<file path="src/rtl/pipe_id_issue.sv">
// pipe_id_issue: instruction-decode and issue stage of the five-stage MIPS core.
//   Decodes the IF/ID instruction, selects rs/rt operands (with EX/MEM
//   forwarding when enabled), detects hazards that require a front-end stall,
//   computes the next-PC source, and owns the ID/EX pipeline register.
// Build option: PIPE_ID_FORWARD_EN
//   defined   - EX/MEM forwarding; stall only on load-use.
//   undefined - operands straight from the register file; stall whenever an
//               EX or MEM writer targets a nonzero register this instruction reads.
// Ports:
//   clock, reset             rising-edge clock, async active-high reset
//   dinst, dpc4              instruction and its PC+4 from IF/ID
//   qa, qb                   register-file read data (rs, rt)
//   ern/ewreg_fb/em2reg_fb/ealu      EX-stage destination, write, load, result
//   mrn/mwreg/mm2reg/malu/mmo        MEM-stage destination, write, load, results
//   wpcir                    1 = PC and IF/ID may load, 0 = stall
//   pcsource                 00 PC+4, 01 branch, 10 jr, 11 j/jal
//   ealuc..ewmem, ea, eb, eimm, epc4, ern0   ID/EX register outputs
module pipe_id_issue (
  input  logic        clock,
  input  logic        reset,
  input  logic [31:0] dinst,
  input  logic [31:0] dpc4,
  input  logic [31:0] qa,
  input  logic [31:0] qb,
  input  logic [4:0]  ern,
  input  logic        ewreg_fb,
  input  logic        em2reg_fb,
  input  logic [31:0] ealu,
  input  logic [4:0]  mrn,
  input  logic        mwreg,
  input  logic        mm2reg,
  input  logic [31:0] malu,
  input  logic [31:0] mmo,
  output logic        wpcir,
  output logic [1:0]  pcsource,
  output logic [3:0]  ealuc,
  output logic        ealuimm,
  output logic        eshift,
  output logic        ejal,
  output logic        ewreg,
  output logic        em2reg,
  output logic        ewmem,
  output logic [31:0] ea,
  output logic [31:0] eb,
  output logic [31:0] eimm,
  output logic [31:0] epc4,
  output logic [4:0]  ern0
);

  logic [5:0] w_op, w_fn;
  logic [4:0] w_rs, w_rt, w_rd;

  assign w_op = dinst[31:26];
  assign w_fn = dinst[5:0];
  assign w_rs = dinst[25:21];
  assign w_rt = dinst[20:16];
  assign w_rd = dinst[15:11];

  logic w_rtype;
  logic w_add, w_sub, w_and, w_or, w_xor, w_sll, w_srl, w_sra, w_jr;
  logic w_addi, w_andi, w_ori, w_xori, w_lw, w_sw, w_beq, w_bne, w_lui, w_j, w_jal;

  assign w_rtype = (w_op == 6'b000000);
  assign w_add   = w_rtype & (w_fn == 6'b100000);
  assign w_sub   = w_rtype & (w_fn == 6'b100010);
  assign w_and   = w_rtype & (w_fn == 6'b100100);
  assign w_or    = w_rtype & (w_fn == 6'b100101);
  assign w_xor   = w_rtype & (w_fn == 6'b100110);
  assign w_sll   = w_rtype & (w_fn == 6'b000000);
  assign w_srl   = w_rtype & (w_fn == 6'b000010);
  assign w_sra   = w_rtype & (w_fn == 6'b000011);
  assign w_jr    = w_rtype & (w_fn == 6'b001000);
  assign w_addi  = (w_op == 6'b001000);
  assign w_andi  = (w_op == 6'b001100);
  assign w_ori   = (w_op == 6'b001101);
  assign w_xori  = (w_op == 6'b001110);
  assign w_lw    = (w_op == 6'b100011);
  assign w_sw    = (w_op == 6'b101011);
  assign w_beq   = (w_op == 6'b000100);
  assign w_bne   = (w_op == 6'b000101);
  assign w_lui   = (w_op == 6'b001111);
  assign w_j     = (w_op == 6'b000010);
  assign w_jal   = (w_op == 6'b000011);

  logic w_shift, w_aluimm, w_wreg, w_zext, w_use_rs, w_use_rt;
  logic [3:0]  w_aluc;
  logic [31:0] w_imm;
  logic [4:0]  w_rn;

  assign w_shift  = w_sll | w_srl | w_sra;
  assign w_aluimm = w_addi | w_andi | w_ori | w_xori | w_lw | w_sw | w_lui;
  assign w_wreg   = w_add | w_sub | w_and | w_or | w_xor | w_shift |
                    w_addi | w_andi | w_ori | w_xori | w_lui | w_lw | w_jal;
  assign w_zext   = w_andi | w_ori | w_xori;
  assign w_imm    = w_zext ? {16'h0000, dinst[15:0]} : {{16{dinst[15]}}, dinst[15:0]};
  assign w_rn     = w_rtype ? w_rd : w_rt;
  // Which register-file sources the instruction actually consumes.
  assign w_use_rs = ~(w_j | w_jal | w_lui);
  assign w_use_rt = w_rtype | w_sw | w_beq | w_bne;

  always_comb begin
    w_aluc = 4'b0000;
    if (w_sub | w_beq | w_bne)  w_aluc = 4'b0100;
    else if (w_and | w_andi)    w_aluc = 4'b0001;
    else if (w_or | w_ori)      w_aluc = 4'b0101;
    else if (w_xor | w_xori)    w_aluc = 4'b0010;
    else if (w_lui)             w_aluc = 4'b0110;
    else if (w_sll)             w_aluc = 4'b0011;
    else if (w_srl)             w_aluc = 4'b0111;
    else if (w_sra)             w_aluc = 4'b1111;
  end

  logic w_e_hit;
  assign w_e_hit = (ern != 5'd0) &
                   ((w_use_rs & (ern == w_rs)) | (w_use_rt & (ern == w_rt)));

  logic [31:0] w_fa, w_fb;
  logic        w_stall;

`ifdef PIPE_ID_FORWARD_EN
  // EX is checked last so it overrides MEM: it holds the younger result.
  always_comb begin
    w_fa = qa;
    if (mwreg && (mrn != 5'd0) && (mrn == w_rs)) w_fa = mm2reg ? mmo : malu;
    if (ewreg_fb && !em2reg_fb && (ern != 5'd0) && (ern == w_rs)) w_fa = ealu;
  end

  always_comb begin
    w_fb = qb;
    if (mwreg && (mrn != 5'd0) && (mrn == w_rt)) w_fb = mm2reg ? mmo : malu;
    if (ewreg_fb && !em2reg_fb && (ern != 5'd0) && (ern == w_rt)) w_fb = ealu;
  end

  // A load in EX has no data yet; wait one cycle so MEM can supply it.
  assign w_stall = ewreg_fb & em2reg_fb & w_e_hit;
`else
  logic w_m_hit;
  logic w_unused;
  assign w_m_hit  = (mrn != 5'd0) &
                    ((w_use_rs & (mrn == w_rs)) | (w_use_rt & (mrn == w_rt)));
  assign w_fa     = qa;
  assign w_fb     = qb;
  // Hold until the producer has reached WB; the register file is write-first.
  assign w_stall  = (ewreg_fb & w_e_hit) | (mwreg & w_m_hit);
  assign w_unused = ^{em2reg_fb, ealu, mm2reg, malu, mmo};
`endif

  assign wpcir = ~w_stall;

  always_comb begin
    pcsource = 2'b00;
    if (!w_stall) begin
      if ((w_beq & (w_fa == w_fb)) | (w_bne & (w_fa != w_fb))) pcsource = 2'b01;
      else if (w_jr)                                           pcsource = 2'b10;
      else if (w_j | w_jal)                                    pcsource = 2'b11;
    end
  end

  // A stall inserts an all-zero bubble, identical to the reset state.
  always_ff @(posedge clock or posedge reset) begin
    if (reset) begin
      ealuc <= 4'd0; ealuimm <= 1'b0; eshift <= 1'b0; ejal <= 1'b0;
      ewreg <= 1'b0; em2reg <= 1'b0; ewmem <= 1'b0;
      ea <= 32'd0; eb <= 32'd0; eimm <= 32'd0; epc4 <= 32'd0; ern0 <= 5'd0;
    end else if (w_stall) begin
      ealuc <= 4'd0; ealuimm <= 1'b0; eshift <= 1'b0; ejal <= 1'b0;
      ewreg <= 1'b0; em2reg <= 1'b0; ewmem <= 1'b0;
      ea <= 32'd0; eb <= 32'd0; eimm <= 32'd0; epc4 <= 32'd0; ern0 <= 5'd0;
    end else begin
      ealuc <= w_aluc; ealuimm <= w_aluimm; eshift <= w_shift; ejal <= w_jal;
      ewreg <= w_wreg; em2reg <= w_lw; ewmem <= w_sw;
      ea <= w_fa; eb <= w_fb; eimm <= w_imm; epc4 <= dpc4; ern0 <= w_rn;
    end
  end

endmodule

</file>
<file path="config.mk">
export PLATFORM = sky130hd
export DESIGN_NAME = pipe_id_issue
export DESIGN_NICKNAME = d
export VERILOG_FILES = /design/src/rtl/pipe_id_issue.sv
export SDC_FILE = /design/constraint.sdc
export NUM_CORES = 1
export LEC_CHECK = 0
export CORE_AREA = 2 2 150 152
export DETAILED_ROUTE_END_ITERATION = 8
export DIE_AREA = 0 0 152 154
export PLACE_DENSITY = 0.57
export SLEW_MARGIN = 15
export SYNTH_ARGS = -nofsm -noshare
export SYNTH_HDL_FRONTEND = slang
export SYNTH_SLANG_ARGS = --single-unit
</file>
<file path="constraint.sdc">
create_clock -name clock -period 5.6 [get_ports clock]
set_input_delay 1.12 -clock clock [delete_from_list [all_inputs] [get_ports clock]]
set_output_delay 1.12 -clock clock [all_outputs]
set_load 0.005 [all_outputs]
</file>
==> results.md <==
- Max-cap viol count: 0
- Post-synth top area cell: dfrtp_1
- CTS tree: yes
- Period minus WS final: slightly above 5000 ps
- Core Rows: 54
- Layout cells sized above 1: 0.05626
- Total global routing overflow: 0
- Number of distinct library cells after synthesis: 38
- Ys Warns: 0
- TritonCTS Buffers: 17
- CP required: 4480 ps
- Cells along the critical path: clkdlybuf4s50_1 > and4b_1 > a22oi_1 > or4_1 > a21oi_1 > nor2_4 > o211a_1 > clkdlybuf4s50_1
- Worst path buffer plus inverter count: 2
- Hold Fails Final Rpt: 0
- Layout Nets: 938
- Reg area: around 3200 um^2
- Initial antenna violation count: 2
- Slew headroom: 0.4698
- Slowest cell on the critical path: clkdlybuf4s50_1
- Critical Path Max Stage Delay: approximately 600 ps
- CTS root buf: clkbuf_16
- Tightest Hold Check Type: in -> async
- Per-cell routed wire length: around 16 um
- Multi-input logic area: between 1500 and 2000 um^2
- Post-CTS Setup Bufs: 0
- Global-route wire length before repair: about 25000 um
- CP Class: in -> out
- Die H: 154 um
- Die X: 152 um
- Die Area: around 23000 um^2
- Via density: between 4 and 5
- Fill count: around 2000
- Clk pin slew, worst setup/hold paths: 50 ps
- CTS Hold Buffers Added: 0
- Number of synthesized flops with an enable pin: 0
- Setup Viol. Count Final: 0
- Worst-margin pin slew: approximately 800 ps
- Placeable Area: approximately 22000 um^2
- Maximum VDD drop: ~0.17 mV
- Vias in the first global route: roughly 4500
- # IOs: 386
- Top-area cell type share of the netlist area: 0.6227
- Total GRT Usage: 0.1393
- Initial Utilization: 0.2372
- Placed cell area: between 8000 and 9000 um^2
- Mapped Area: between 5000 and 6000 um^2
- FFs w/ async S/R, synth: 1.000
- Final Max Slew Viols: 0
- Dpl hpwl: between 10000 and 15000 um
- Resized cells post-CTS: 0
- Critical path capture point type: output pin
- Post-DRT Antenna Nets: 0
- Sequential share of the synthesized area: 0.6227
- Final period utilization: 0.9098
- Top delay family on crit path: simple AND/OR/NAND/NOR gates
- Final instance area: about 8800 um^2
- Final Core Density: 0.4042
- RePlAce Congestion: roughly 0.8
- Fmax: 196.3 MHz
- PortBufs: about 290
- CTS Sinks: ~130
- Power Density: about 280 nW/um^2
- Setup TNS: 0 ps
- Area contributors post-synth: dfrtp_1, and2_1, xnor2_1
- Static Leak: about 0.0035 uW
- Syn nets: 660
- DRT Pass-1 Iters: 4
- Most common cell in the synthesized netlist: dfrtp_1
- Synth Instances: 420
- Ant diodes: 0
- Top cells by count, synth: dfrtp_1, and2_1, xnor2_1
- DR vias: slightly above 4000
- Layout overhead on the synthesized area: 70.45%
- Most used cell, CP: clkdlybuf4s50_1
- CP arrival: 3980 ps
- Startpoint Class: primary input
- Avg Cell Area, Syn: 12.25 um^2
- Total wire length: approximately 16000 um
- Crit path max fanout: 31
- Initial DRC count: ~170
- H-tree Lvls: 4
- CTS max path bufs: 2
- Top_reg_cell synth: dfrtp_1
- Drt drc: 0
- Largest net degree at the start of global routing: between 90 and 100
- Outcome: complete, no violations
- Number of synthesized register bits: 128
- RSZ-0062 raised after global routing: no
[area by class of cell]
type                       instances  area share
tap                              280     0.03996
clock inverter                    13     0.01170
multi-input combinational        255      0.1978
clock buffer                      19     0.05052
inverter                           3    0.001855
sequential                       128      0.3653
timing repair buffer             293      0.3328
[flip-flops by register name, indices dropped and copies added, names as in the netlist, 4 cells and up]
register  flops
ea           32
ern0          5
ealuc         4
epc4         32
eb           32
eimm         17
[placed cells by master (no fill, tap or decap), types with 6 or more instances in the layout]
cell type,n
clkbuf_16,17
and2_1,109
nand2_1,6
dfrtp_1,128
a21oi_1,6
xnor2_1,46
nor2_1,6
clkdlybuf4s50_1,287
inv_6,6
buf_4,6
nor3_1,12
nand4_1,11
xor2_1,6
[cells by family after synthesis]
logic type / after synthesis / synth area share
AOI/OAI and AO/OA: 23 / 0.03017
and+or+nand+nor: 175 / 0.2073
DFF: 128 / 0.6227
muxes: 5 / 0.009730
buffers and inverters: 37 / 0.04159
xor gates and xnor gates: 52 / 0.08854
[layer usage]
metal | track usage | wire, um | vias up | share of wire
met2 | 0.2263 | 7775 | 199 | 0.48
met5 | 0 | 32 | - | 0.0020
li1 | - | - | 1923 | -
met4 | 0.05118 | 223 | 4 | 0.014
met1 | 0.1678 | 6844 | 1998 | 0.42
met3 | 0.05468 | 1284 | 15 | 0.079
[per-stage QoR]
stage / power [uW] / hold WS [ps] / std cells / setup WS (ps)
final: 2425 / 1226 / 991 / 505.0
after global routing: 2548 / 1240 / 991 / 307.7
after CTS: 2473 / 1237 / 991 / 514.9
after detailed placement: 1420 / 1686 / 959 / 525.1
after global placement: 1414 / 1683 / 959 / 523.3
after floorplan: 1144 / 1193 / 420 / 1067
[power by group]
part / internal (uW) / switching [uW]
clock network: 586 / 443
registers: 983 / 17.9
logic: 256 / 139
[worst max path at each step]
stage	end	cells past startpoint	startpoint
final	pcsource[0]	8	dinst[28]
after global routing	pcsource[0]	8	dinst[28]
after CTS	pcsource[0]	8	dinst[28]
after detailed placement	pcsource[0]	8	dinst[28]
after global placement	pcsource[0]	8	dinst[28]
after floorplan	ea[0]	1	reset
Power figures use the tool's default switching activity.
